[src/rtl/spi_flash_arbiter_pkg.sv]
// Shared types and widths for the SPI flash Wishbone arbiter.
package spi_arb_pkg;
    localparam int NREQ_MAX = 4;
    localparam int ADR_W    = 32;
    localparam int DAT_W    = 32;

    typedef enum logic [1:0] {
        ST_IDLE  = 2'd0,
        ST_ISSUE = 2'd1,
        ST_WAIT  = 2'd2,
        ST_FLUSH = 2'd3
    } arb_state_t;
endpackage

[src/rtl/spi_flash_arbiter_rr_picker.sv]
// Combinational round-robin winner search starting just after last_grant.
module rr_picker #(
    parameter int NREQ = 2
) (
    input  logic [NREQ-1:0] pending,
    input  logic [1:0]      last_grant,
    output logic            win_valid,
    output logic [1:0]      win_idx
);
    int cand;

    // Walk from the farthest candidate to the nearest so the nearest pending one wins.
    always_comb begin
        win_valid = 1'b0;
        win_idx   = 2'd0;
        cand      = 0;
        for (int k = NREQ; k >= 1; k--) begin
            cand = int'(last_grant) + k;
            if (cand >= NREQ) begin
                cand = cand - NREQ;
            end
            for (int j = 0; j < NREQ; j++) begin
                if (cand == j && pending[j]) begin
                    win_valid = 1'b1;
                    win_idx   = 2'(j);
                end
            end
        end
    end
endmodule

[src/rtl/spi_flash_arbiter.sv]
// Round-robin Wishbone arbiter giving NREQ requesters shared access to one SPI flash reader,
// with a slave-ack timeout and a flush phase after a timed-out transaction.
module spi_flash_arbiter
    import spi_arb_pkg::*;
#(
    parameter int NREQ    = 2,
    parameter int TIMEOUT = 4096
) (
    input  logic                       clk,
    input  logic                       rst_n,
    input  logic [NREQ-1:0]            m_cyc,
    input  logic [NREQ-1:0]            m_stb,
    input  logic [NREQ-1:0]            m_we,
    input  logic [NREQ-1:0][ADR_W-1:0] m_adr,
    input  logic [NREQ-1:0][DAT_W-1:0] m_dat_mosi,
    output logic [NREQ-1:0]            m_stall,
    output logic [NREQ-1:0]            m_ack,
    output logic [NREQ-1:0]            m_err,
    output logic [DAT_W-1:0]           m_dat_miso,
    output logic                       s_cyc,
    output logic                       s_stb,
    output logic                       s_we,
    output logic [ADR_W-1:0]           s_adr,
    output logic [DAT_W-1:0]           s_dat_mosi,
    input  logic                       s_stall,
    input  logic                       s_ack,
    input  logic [DAT_W-1:0]           s_dat_miso,
    output logic [1:0]                 grant
);
    localparam int CNT_W = $clog2(TIMEOUT) + 1;

    arb_state_t       state_reg, state_next;
    logic [1:0]       grant_reg, last_grant_reg;
    logic [ADR_W-1:0] adr_reg;
    logic [DAT_W-1:0] dat_reg, miso_reg;
    logic             we_reg, abort_reg;
    logic [NREQ-1:0]  ack_reg, err_reg;
    logic [CNT_W-1:0] cnt_reg;

    logic [NREQ-1:0]  pending, grant_sel;
    logic             win_valid, grant_cyc, accept, ack_evt, abort_now, timeout_hit;
    logic [1:0]       win_idx;
    logic [ADR_W-1:0] win_adr;
    logic [DAT_W-1:0] win_dat;
    logic             win_we;

    assign pending = m_cyc & m_stb;

    rr_picker #(.NREQ(NREQ)) u_picker (
        .pending    (pending),
        .last_grant (last_grant_reg),
        .win_valid  (win_valid),
        .win_idx    (win_idx)
    );

    genvar gi;
    generate
        for (gi = 0; gi < NREQ; gi++) begin : g_sel
            assign grant_sel[gi] = (grant_reg == 2'(gi));
        end
    endgenerate

    always_comb begin
        win_adr = '0;
        win_dat = '0;
        win_we  = 1'b0;
        for (int i = 0; i < NREQ; i++) begin
            if (win_idx == 2'(i)) begin
                win_adr = m_adr[i];
                win_dat = m_dat_mosi[i];
                win_we  = m_we[i];
            end
        end
    end

    assign grant_cyc   = |(m_cyc & grant_sel);
    assign abort_now   = abort_reg | ~grant_cyc;
    assign accept      = (state_reg == ST_ISSUE) && !s_stall;
    assign ack_evt     = (accept || state_reg == ST_WAIT) && s_ack;
    // Error follows the TIMEOUT-th unacknowledged WAIT cycle, aligned like an ack pulse.
    assign timeout_hit = (state_reg == ST_WAIT) && !s_ack && (cnt_reg == CNT_W'(TIMEOUT - 1));

    always_ff @(posedge clk or negedge rst_n) begin
        if (!rst_n) begin
            state_reg <= ST_IDLE;
        end else begin
            state_reg <= state_next;
        end
    end

    always_comb begin
        state_next = state_reg;
        case (state_reg)
            ST_IDLE:  if (win_valid) state_next = ST_ISSUE;
            ST_ISSUE: if (!s_stall) state_next = s_ack ? ST_IDLE : ST_WAIT;
            ST_WAIT: begin
                if (s_ack) begin
                    state_next = ST_IDLE;
                end else if (timeout_hit) begin
                    state_next = ST_FLUSH;
                end
            end
            ST_FLUSH: if (!s_stall && !s_ack) state_next = ST_IDLE;
            default:  state_next = ST_IDLE;
        endcase
    end

    always_comb begin
        s_cyc   = (state_reg == ST_ISSUE) || (state_reg == ST_WAIT);
        s_stb   = (state_reg == ST_ISSUE);
        m_stall = '1;
        for (int i = 0; i < NREQ; i++) begin
            if (state_reg == ST_IDLE && win_valid && win_idx == 2'(i)) begin
                m_stall[i] = 1'b0;
            end
        end
    end

    always_ff @(posedge clk or negedge rst_n) begin
        if (!rst_n) begin
            grant_reg      <= 2'd0;
            last_grant_reg <= 2'(NREQ - 1);
            adr_reg        <= '0;
            dat_reg        <= '0;
            we_reg         <= 1'b0;
            abort_reg      <= 1'b0;
            ack_reg        <= '0;
            err_reg        <= '0;
            miso_reg       <= '0;
            cnt_reg        <= '0;
        end else begin
            ack_reg <= '0;
            err_reg <= '0;
            if (state_reg == ST_IDLE && win_valid) begin
                grant_reg      <= win_idx;
                last_grant_reg <= win_idx;
                adr_reg        <= win_adr;
                dat_reg        <= win_dat;
                we_reg         <= win_we;
                abort_reg      <= 1'b0;
            end
            if ((state_reg == ST_ISSUE || state_reg == ST_WAIT) && !grant_cyc) begin
                abort_reg <= 1'b1;
            end
            if (accept) begin
                cnt_reg <= '0;
            end else if (state_reg == ST_WAIT && cnt_reg != '1) begin
                cnt_reg <= cnt_reg + 1'b1;
            end
            // An abandoned requester still lets the slave finish; only its ack is dropped.
            if (ack_evt && !abort_now) begin
                ack_reg  <= grant_sel;
                miso_reg <= s_dat_miso;
            end
            if (timeout_hit) begin
                err_reg <= grant_sel;
            end
        end
    end

    assign m_ack      = ack_reg;
    assign m_err      = err_reg;
    assign m_dat_miso = miso_reg;
    assign s_adr      = adr_reg;
    assign s_we       = we_reg;
    assign s_dat_mosi = dat_reg;
    assign grant      = grant_reg;
endmodule

[config.mk]
export PLATFORM = sky130hd
export DESIGN_NAME = spi_flash_arbiter
export DESIGN_NICKNAME = d
export VERILOG_FILES = /design/src/rtl/spi_flash_arbiter_pkg.sv /design/src/rtl/spi_flash_arbiter_rr_picker.sv /design/src/rtl/spi_flash_arbiter.sv
export SDC_FILE = /design/constraint.sdc
export NUM_CORES = 1
export LEC_CHECK = 0
export BUFFER_PORTS_ARGS = -buffer_cell sky130_fd_sc_hd__buf_2
export CAP_MARGIN = 40
export CORE_MARGIN = 8
export CORE_UTILIZATION = 45
export CTS_CLUSTER_DIAMETER = 200
export CTS_CLUSTER_SIZE = 14
export DETAILED_ROUTE_END_ITERATION = 6
export PLACE_DENSITY = 0.8
export SYNTH_ARGS = -nofsm -noshare
export SYNTH_HDL_FRONTEND = slang
export SYNTH_SLANG_ARGS = --single-unit
[constraint.sdc]
create_clock -name clk -period 2.35 [get_ports clk]
set_input_delay 0.3525 -clock clk [delete_from_list [all_inputs] [get_ports clk]]
set_output_delay 0.3525 -clock clk [all_outputs]
set_load 0.01 [all_outputs]
## Yosys cells after proc, flatten, opt, wreduce, memory -nomap -nowiden

Index checks and enable logic that the tools add are counted.

| word-level totals | value |
|---|---|
| output and inout port bits | 107 |
| input port bits | 170 |
| flip-flop bits (word level) | 121 |

| cells by class | value |
|---|---|
| magnitude comparators | 2 |
| mux-type cells | 30 |
| equality and inequality tests | 13 |
| add/sub/neg operators | 5 |
| reductions and logical operators | 30 |
| bitwise gates (word level) | 4 |

Operator list:

| operator | number |
|---|---|
| 2-to-1 mux 32 bit | 6 |
| == test 32 x 2 -> 1 bit (second input constant) | 2 |
| >= comparator 32 x 3 -> 1 bit (second input constant) | 2 |
| logical NOT 32 bit | 2 |
| subtractor 32 x 3 -> 32 bit (second input constant) | 2 |
| 2-to-1 mux 13 bit | 2 |
| 2-to-1 mux 2 bit | 8 |
| logical AND 1 bit | 15 |
| adder 13 x 1 -> 13 bit (second input constant) | 1 |
| == test 13 x 12 -> 1 bit (second input constant) | 1 |
| 2-to-1 mux 1 bit | 13 |
| != test 13 bit (second input constant) | 1 |
| case mux 2 bit (4 select lines) | 1 |
| == test 2 x 1 -> 1 bit (second input constant) | 3 |
| logical NOT 2 bit | 3 |
| != test 2 bit (second input constant) | 3 |
| bitwise AND 2 bit | 2 |
| == test 2 bit (second input constant) | 2 |
| logical NOT 1 bit | 4 |
| AND reduction 4 bit | 1 |
| nonzero test 2 bit | 2 |
| adder 2 x 1 -> 3 bit (second input constant) | 1 |
| adder 2 x 2 -> 3 bit (second input constant) | 1 |
| != test 3 bit (second input constant) | 1 |
| 4 further kinds | 5 |

## Longest topological paths before layout

Gate-level depths: netlist of run 1.

| logic depth | value |
|---|---|
| depth in word-level cells | 12 |
| gate-level depth with buffers | 8 |

## Cells and area by module

A second synthesis of run 1 with hierarchy kept.

| second synthesis, totals | value |
|---|---|
| cell total of the unflattened synthesis | 488 |
| area total of the unflattened synthesis | 5431.5 µm² |

Modules (own cells, without submodules):

| module | times used | cells each | area an instance (µm²) |
|---|---|---|---|
| spi_flash_arbiter | 1 | 481 | 5392.7 |
| rr_picker | 1 | 7 | 38.8 |

## Worst setup path before layout of run 1

No wires, ideal clock.

| timing path | value |
|---|---|
| path kind | register to register |
| start | reg state_reg[1] |
| end | reg miso_reg[10] (netlist: m_dat_miso[10]) |
| library setup time | 125 ps |
| required time | 2225 ps |
| stages on the path, launching flop included | 9 |
| setup slack | 201 ps |
| arrival | 2024 ps |
| period minus slack after synthesis | 2149 ps |
| cells stage by stage | dfrtp_1 > inv_1 > ha_1 > and2b_1 > nor2_1 > or4b_1 > buf_6 > buf_12 > mux2_4 |

| on the way | value |
|---|---|
| longest elaborated chain between the ends | 5 |
| elaborated cells between the ends (all ways) | 6 |
| classes of those cells | eq/ne: 2; reduce/logical: 4 |

Ends and longest elaborated chain:

| what | line | RTL |
|---|---|---|
| start, declared | spi_flash_arbiter.sv:32 | `arb_state_t state_reg, state_next;` |
| start signal, assigned | spi_flash_arbiter.sv:87 | `state_reg <= state_next;` |
| == test 2 x 1 -> 1 bit | -- |  |
| via s_stb | spi_flash_arbiter.sv:21 | `output logic s_stb,` |
| logical AND 1 bit | spi_flash_arbiter.sv:78 | `assign accept = (state_reg == ST_ISSUE) && !s_stall;` |
| logical OR 1 bit | spi_flash_arbiter.sv:79 | `assign ack_evt = (accept \|\| state_reg == ST_WAIT) && s_ack;` |
| logical AND 1 bit | spi_flash_arbiter.sv:79 |  |
| logical AND 1 bit | spi_flash_arbiter.sv:151 | `if (ack_evt && !abort_now) begin` |
| end signal, assigned | spi_flash_arbiter.sv:153 | `miso_reg <= s_dat_miso;` |
| end, declared | spi_flash_arbiter.sv:35 | `logic [DAT_W-1:0] dat_reg, miso_reg;` |

The timed path passes the listed nets, and every way through them passes these cells.
A chain may end at the register's enable or synchronous reset.

## Worst setup path in the final report of run 1

| timing path | value |
|---|---|
| start | reg state_reg[1] |
| end | reg miso_reg[14] (netlist: m_dat_miso[14]) |

| on the way | value |
|---|---|
| longest elaborated chain between the ends | 5 |
| elaborated cells between the ends (all ways) | 6 |
| classes of those cells | eq/ne: 2; reduce/logical: 4 |

Ends and longest elaborated chain:

| what | line |
|---|---|
| == test 2 x 1 -> 1 bit | spi_flash_arbiter.sv:78 |
| logical AND 1 bit | spi_flash_arbiter.sv:78 |
| logical OR 1 bit * | spi_flash_arbiter.sv:79 |
| logical AND 1 bit * | spi_flash_arbiter.sv:79 |
| logical AND 1 bit * | spi_flash_arbiter.sv:151 |

Every way passes the cells marked *; elsewhere a longest branch is shown, timed or not.

==> results of run 1 <==
per-layer routing:
layer | GRT usage, % | vias up | routed length, µm
li1 | - | 2115 | -
met5 | 0 | - | 0
met4 | 9.86 | 0 | 383
met3 | 6.39 | 36 | 1510
met2 | 36.4 | 261 | 8770
met1 | 24.3 | 2316 | 6390
where the power goes:
part / internal [W] / switching, W
clock: 0.00179 / 0.000914
combinational: 0.00161 / 0.00173
sequential: 0.00290 / 0.000531
total: 0.00630 / 0.00318
through the flow:
stage	instance area, µm²	setup WS (ps)	power, W	utilization, %
after floorplan	5160	201	0.00518	-
after global placement	6710	204	0.00661	59.3
after detailed placement	6710	114	0.00676	59.3
after CTS	7370	45.0	0.00953	65.1
after global routing	7400	29.1	0.00999	65.4
final	7400	89.4	0.00947	65.4
cells in the final DEF, fill, tap and decap left out, types with 5 or more instances in the layout:
cell / netlist / final
a222oi_1: 65 / 65
nand3_1: 6 / 6
o21ai_0: 7 / 7
buf_4: 2 / 8
a21oi_1: 11 / 11
dfrtp_1: 118 / 118
mux2_4: 28 / 28
nand2_1: 10 / 10
clkbuf_16: 0 / 18
buf_2: 1 / 274
nor2_1: 8 / 8
inv_1: 73 / 73
o31ai_1: 5 / 5
clkinv_2: 0 / 6
ha_1: 6 / 5
nand4_1: 6 / 6
or4_1: 5 / 5
buf_12: 3 / 5
cell usage after synthesis, drive strengths merged:
library cell and number:
dfstp 1, buf 12, a211oi 1, and3 2, nand2 10, dfrtp 118
a22oi 1, o41ai 1, or2 1, a21oi 11, o31ai 5, inv 73
clkbuf 18, nor3 1, a32oi 1, and4 1, a22o 1, conb 1
a222oi 65, nand3 6, mux2i 2, nor2 8, or4 5, nor4 4
xor2 1, a2bb2oi 1, ha 6, a31oi 3, or4b 1, nand4 6
nand2b 3, and2b 1, o21ai 7, or3 4, mux2 32
path summary, 6_finish.rpt:
path,endpoint,slack [ps],cells after the start
setup / recovery,m_dat_miso[14],90,7
setup reg to reg,m_dat_miso[14],90,7
max in group asynchronous,m_dat_miso[22],1830,2
hold reg to reg,s_adr[22],480,2
hold / removal,s_adr[13],30,2
min in group clk,s_dat_mosi[7],170,3
critical path: stages, from the launching register on:
cell and delay, ps:
dfrtp_1 400, inv_1 130, ha_1 190, and2b_1 150, nor2_1 40, or4b_2 660
buf_12 220, mux2_4 320
logic make-up (layout without fill, tap and decap cells):
family          after synthesis  after routing  share of synthesized area [%]
xor+xnor                      1              1                          0.170
buf+inv                     103            394                           8.76
other cells                   1              1                         0.0727
fa+ha+maj                     6              6                           1.46
simple gates                 53             53                           5.77
flops                       119            119                           57.8
mux                          34             34                           9.41
compound gates               97             97                           16.6
cell type report:
cell class                 count  area, µm²  share of cell area [%]
sequential                   119       2980                    40.2
clock buffer                  18        439                    5.93
timing repair buffer         289       1590                    21.5
tap                          143        179                    2.42
clock inverter                14        181                    2.45
multi-input combinational    192       1760                    23.8
inverter                      73        274                    3.70
repair_timing:
action | in CTS | in global routing
hold buffers | 0 | 0
buffers inserted | 1 | 1
gates resized for setup | 0 | 1
cloned | 1 | 1
setup endpoints to repair | 1 | 1
==> metrics, run 1 <==
Crit. Startpoint state_reg[1]; Die Y 123 µm; vias per cell 5.58; initial antenna violation count 0; Critical Path Sink Type flip-flop; Worst-Margin Slew 637 ps; gp weighted congestion 0.867; Worst Path Arrival 2550 ps; CTS root buf clkbuf_16; Worst Setup Path Type flip-flop to flip-flop; number of hold violations in the final report 0; Antenna Violating Nets Remaining 0; CTS buffer count 17; fillers 843; WL per Instance 20.1 µm; top cell type's share of synthesized area 57.3%; first-pass GRT wire length 25100 µm; Mapped Cells 414; synth warn 0; startpoint types flip-flop; CTS tree yes; Max clock buf depth 2; largest net degree at the start of global routing 120; Max FO, Critical Path 34; number of global-route vias before repair 4988; max-cap viol count 0; port bufs 275; dpl cells 812; Peak VDD IR 0.000863 V; Synth Cell Area 5160 µm²; htree depth 4; Total GRT Usage 21.3%; max_slew headroom 57.5%; Final min period 2260 ps; Worst-path clk slew 60 ps; Boundary Pins 277; Hold WS 32.0 ps; initial DRC count 704; Final period util 96.2%; synth unique cells 41; DR vias 4728; Slew Limit Fails 0; FF+latch count, synth 119; drt first pass iters 7; pwr dens 1280 nW/µm²; RSZ-0062 raised after global routing false; max frequency 0.442 GHz; register area share after synthesis 57.8%; layout cell share with drive strength beyond 1 51.5%; skew final 14.6 ps; failing checks DRC; main area contributors after synthesis dfrtp_1, a222oi_1, mux2_4; die area 15100 µm²; area grow syn2layout 43.5%; Setup Viol. Count Final 0; Avg Synthesized Cell Area 12.5 µm²; drt drc 7; gr ovfl total 0; row cnt 39; Non-Filler Instances 848; Synthesized Nets 590; run status finished, violations left; chip width 123 µm; top cell type by total area after synthesis dfrtp_1; CORE AREA 11300 µm²; Antenna diodes 0; final setup TNS 0 ps; worst skew pair latency 410 ps; Initial Utilization 45.6%; R2R Path Start state_reg[1]; Hold Path Class input port to asynchronous set/reset pin; final WL 17100 µm; post-DP HPWL 12500 µm; required time worst endpoint 2640 ps; Leak 4.19 nW; # clock sinks 119; Layout Nets 868
Power figures use the tool's default switching activity.
==> inputs of run 2 (changes only) <==
--- a/config.mk
+++ b/config.mk
@@ -12,7 +12,7 @@
 export CTS_CLUSTER_DIAMETER = 200
 export CTS_CLUSTER_SIZE = 14
 export DETAILED_ROUTE_END_ITERATION = 6
-export PLACE_DENSITY = 0.8
+export PLACE_DENSITY = 0.81
 export SYNTH_ARGS = -nofsm -noshare
 export SYNTH_HDL_FRONTEND = slang
 export SYNTH_SLANG_ARGS = --single-unit
==> run 2 against run 1 <==
  * The flow still finishes with violations (DRC)
  * Critical endpoint is now m_dat_miso[10]
  * Non-clock buffer count did not move
  * Sequential share of layout area increased by 0.11 points
  * Critical path type unchanged
  * Final area shrank 0.27%
  * Largest power group unchanged
  * Register-to-register slack about the same
  * Clock-buffer cell count grew 5
  * Routed wire length is 0.59% higher
  * Core utilization decreased by 0.18 points
==> metrics, run 2 (synthesized netlist as in run 1, its figures left out) <==
run status finished, violations left; failing checks DRC; Max clock buf depth 2 (unchanged); fillers 849 (+0.71%); Layout Nets 868 (unchanged); most frequent cells in the layout buf_2, dfrtp_1, inv_1, a222oi_1, mux2_4; Leak 4.19 nW (-0.10%); Worst-Margin Slew 679 ps (+42.6 ps); chip width 123 µm (unchanged); vias per cell 5.58 (+0.11%); gp weighted congestion 0.821 (-5.3%); Crit. Startpoint state_reg[1]; number of hold violations in the final report 0 (unchanged); die area 15100 µm² (unchanged); max-cap viol count 0 (unchanged); gr ovfl total 0 (unchanged); most common cell after layout, fill and taps aside buf_2; Slew Limit Fails 0 (unchanged); CTS tree yes; Die Y 123 µm (unchanged); Area after DPL 6700 µm² (-0.19%); Hold Path Class input port to flip-flop; startpoint types flip-flop; initial antenna violation count 0 (unchanged); # clock sinks 119 (unchanged); clock power share 27.7% (-0.8 points); dpl cells 812 (unchanged); Non-Filler Instances 849 (+0.12%); Worst-path clk slew 60 ps (about the same); CP max stage cell or4b_2; Max FO, Critical Path 34 (unchanged); P_int 0.00625 W (-0.76%); Pwr Total 0.00940 W (-0.78%); sequential share of power 36.4% (+0.2 points); FF/Latch Area 2980 µm² (unchanged); area grow syn2layout 43.2%; worst skew pair latency 400 ps (about the same); number of global-route vias before repair 4945 (-0.86%); drt first pass iters 7 (unchanged); htree depth 4 (unchanged); CTS root buf clkbuf_16; first-pass GRT wire length 25100 µm (-0.27%); drt drc 4 (-3); Total GRT Usage 21.3% (-0.025 points); required time worst endpoint 2630 ps (about the same); post-DP HPWL 12600 µm (+0.46%); Initial Utilization 45.6% (unchanged); Max stage delay on crit path 650 ps (about the same); Final min period 2250 ps (-12.9 ps); row cnt 39 (unchanged); R2R Path Start state_reg[1]; max_slew headroom 54.7% (-2.8 points); Hold WS 177 ps (+145 ps); Worst Min Path Start m_dat_mosi[23]; largest net degree at the start of global routing 66 (-45%); pwr dens 1270 nW/µm² (-0.51%); part of the power in combinational logic 35.9% (+0.6 points); Worst Path Arrival 2530 ps (-20 ps); Net Switching 0.00315 W (-0.81%); Antenna Violating Nets Remaining 0 (unchanged); Peak VDD IR 0.000749 V (-13%); Net Sw Frac 33.5% (about the same); RSZ-0062 raised after global routing false; Worst Setup Path Type flip-flop to flip-flop; final instance area 7380 µm² (-0.27%); CTS buffer count 17 (unchanged); port bufs 275 (unchanged); delay-heaviest family, CP simple AND/OR/NAND/NOR gates; CP bufs+invs 2 (unchanged); Critical Path Sink Type flip-flop; Final period util 95.6% (-0.55 points); final setup TNS 0 ps (unchanged); DR vias 4739 (+0.23%); Boundary Pins 277 (unchanged); initial DRC count 761 (+8.1%); Setup Viol. Count Final 0 (unchanged); final WL 17200 µm (+0.59%); skew final 8.09 ps (-6.51 ps); WL per Instance 20.2 µm (+0.47%); layout cell share with drive strength beyond 1 50.9% (-0.57 points); CP cell instances inv_1 > ha_1 > and2b_1 > nor2_1 > or4b_2 > buf_12 > mux2_4; Multi-input gate area 1760 µm² (unchanged); CORE AREA 11300 µm² (unchanged); max frequency 0.445 GHz (+0.57%)
run 2: final cells by class:
class	count	area share (%)
Multi-Input combinational cell	192	23.9
Sequential cell	119	40.3
Clock inverter	9	1.66
Antenna cell	1	0.0339
Timing Repair Buffer	289	21.5
Clock buffer	23	6.47
Inverter	73	3.71
Tap cell	143	2.42
run 2: worst paths after layout:
kind | endpoint | slack (ps) | cells after the start
worst min register to register | s_dat_mosi[6] | 480 | 2
worst max-delay path | m_dat_miso[10] | 100 | 7
max in group asynchronous | s_dat_mosi[16] | 1050 | 3
min in group asynchronous | s_adr[1] | 500 | 2
worst min-delay path | s_dat_mosi[23] | 180 | 3
worst max register to register | m_dat_miso[10] | 100 | 7
run 2: power by group through the flow:
stage | logic (W) | registers [W] | clock network [W]
after CTS | 0.00340 | 0.00342 | 0.00264
after global placement | 0.00319 | 0.00340 | 0
after floorplan | 0.00144 | 0.00374 | 0
after detailed placement | 0.00331 | 0.00343 | 0
final | 0.00337 | 0.00343 | 0.00260
after global routing | 0.00364 | 0.00351 | 0.00274
run 2: stage by stage:
step	setup WS, ps	utilization (%)
global route	23.8	65.2
detailed placement	128	59.1
finish	102	65.2
CTS	79.0	65.2
floorplan	201	-
global placement	199	59.1
run 2: worst register-to-register path, cell delays in order, from the launching register on:
cell,delay (ps)
dfrtp_1,400
inv_1,130
ha_1,190
and2b_1,150
nor2_1,40
or4b_2,650
buf_12,210
mux2_4,360
run 2: per-layer routing:
layer,track usage [%],share of wire (%)
met1,24.7,37
met2,35.9,50
met3,6.35,10
met4,9.71,2.3
met5,0,0
run 2: timing repair:
| action | 4_1_cts | 5_1_grt |
|---|---|---|
| hold endpoints to repair | 39 | 0 |
| gates resized for setup | 0 | 1 |
| buffers inserted | 1 | 0 |
| setup endpoints to repair | 1 | 1 |
| hold buffers | 1 | 0 |
| gates cloned | 2 | 0 |
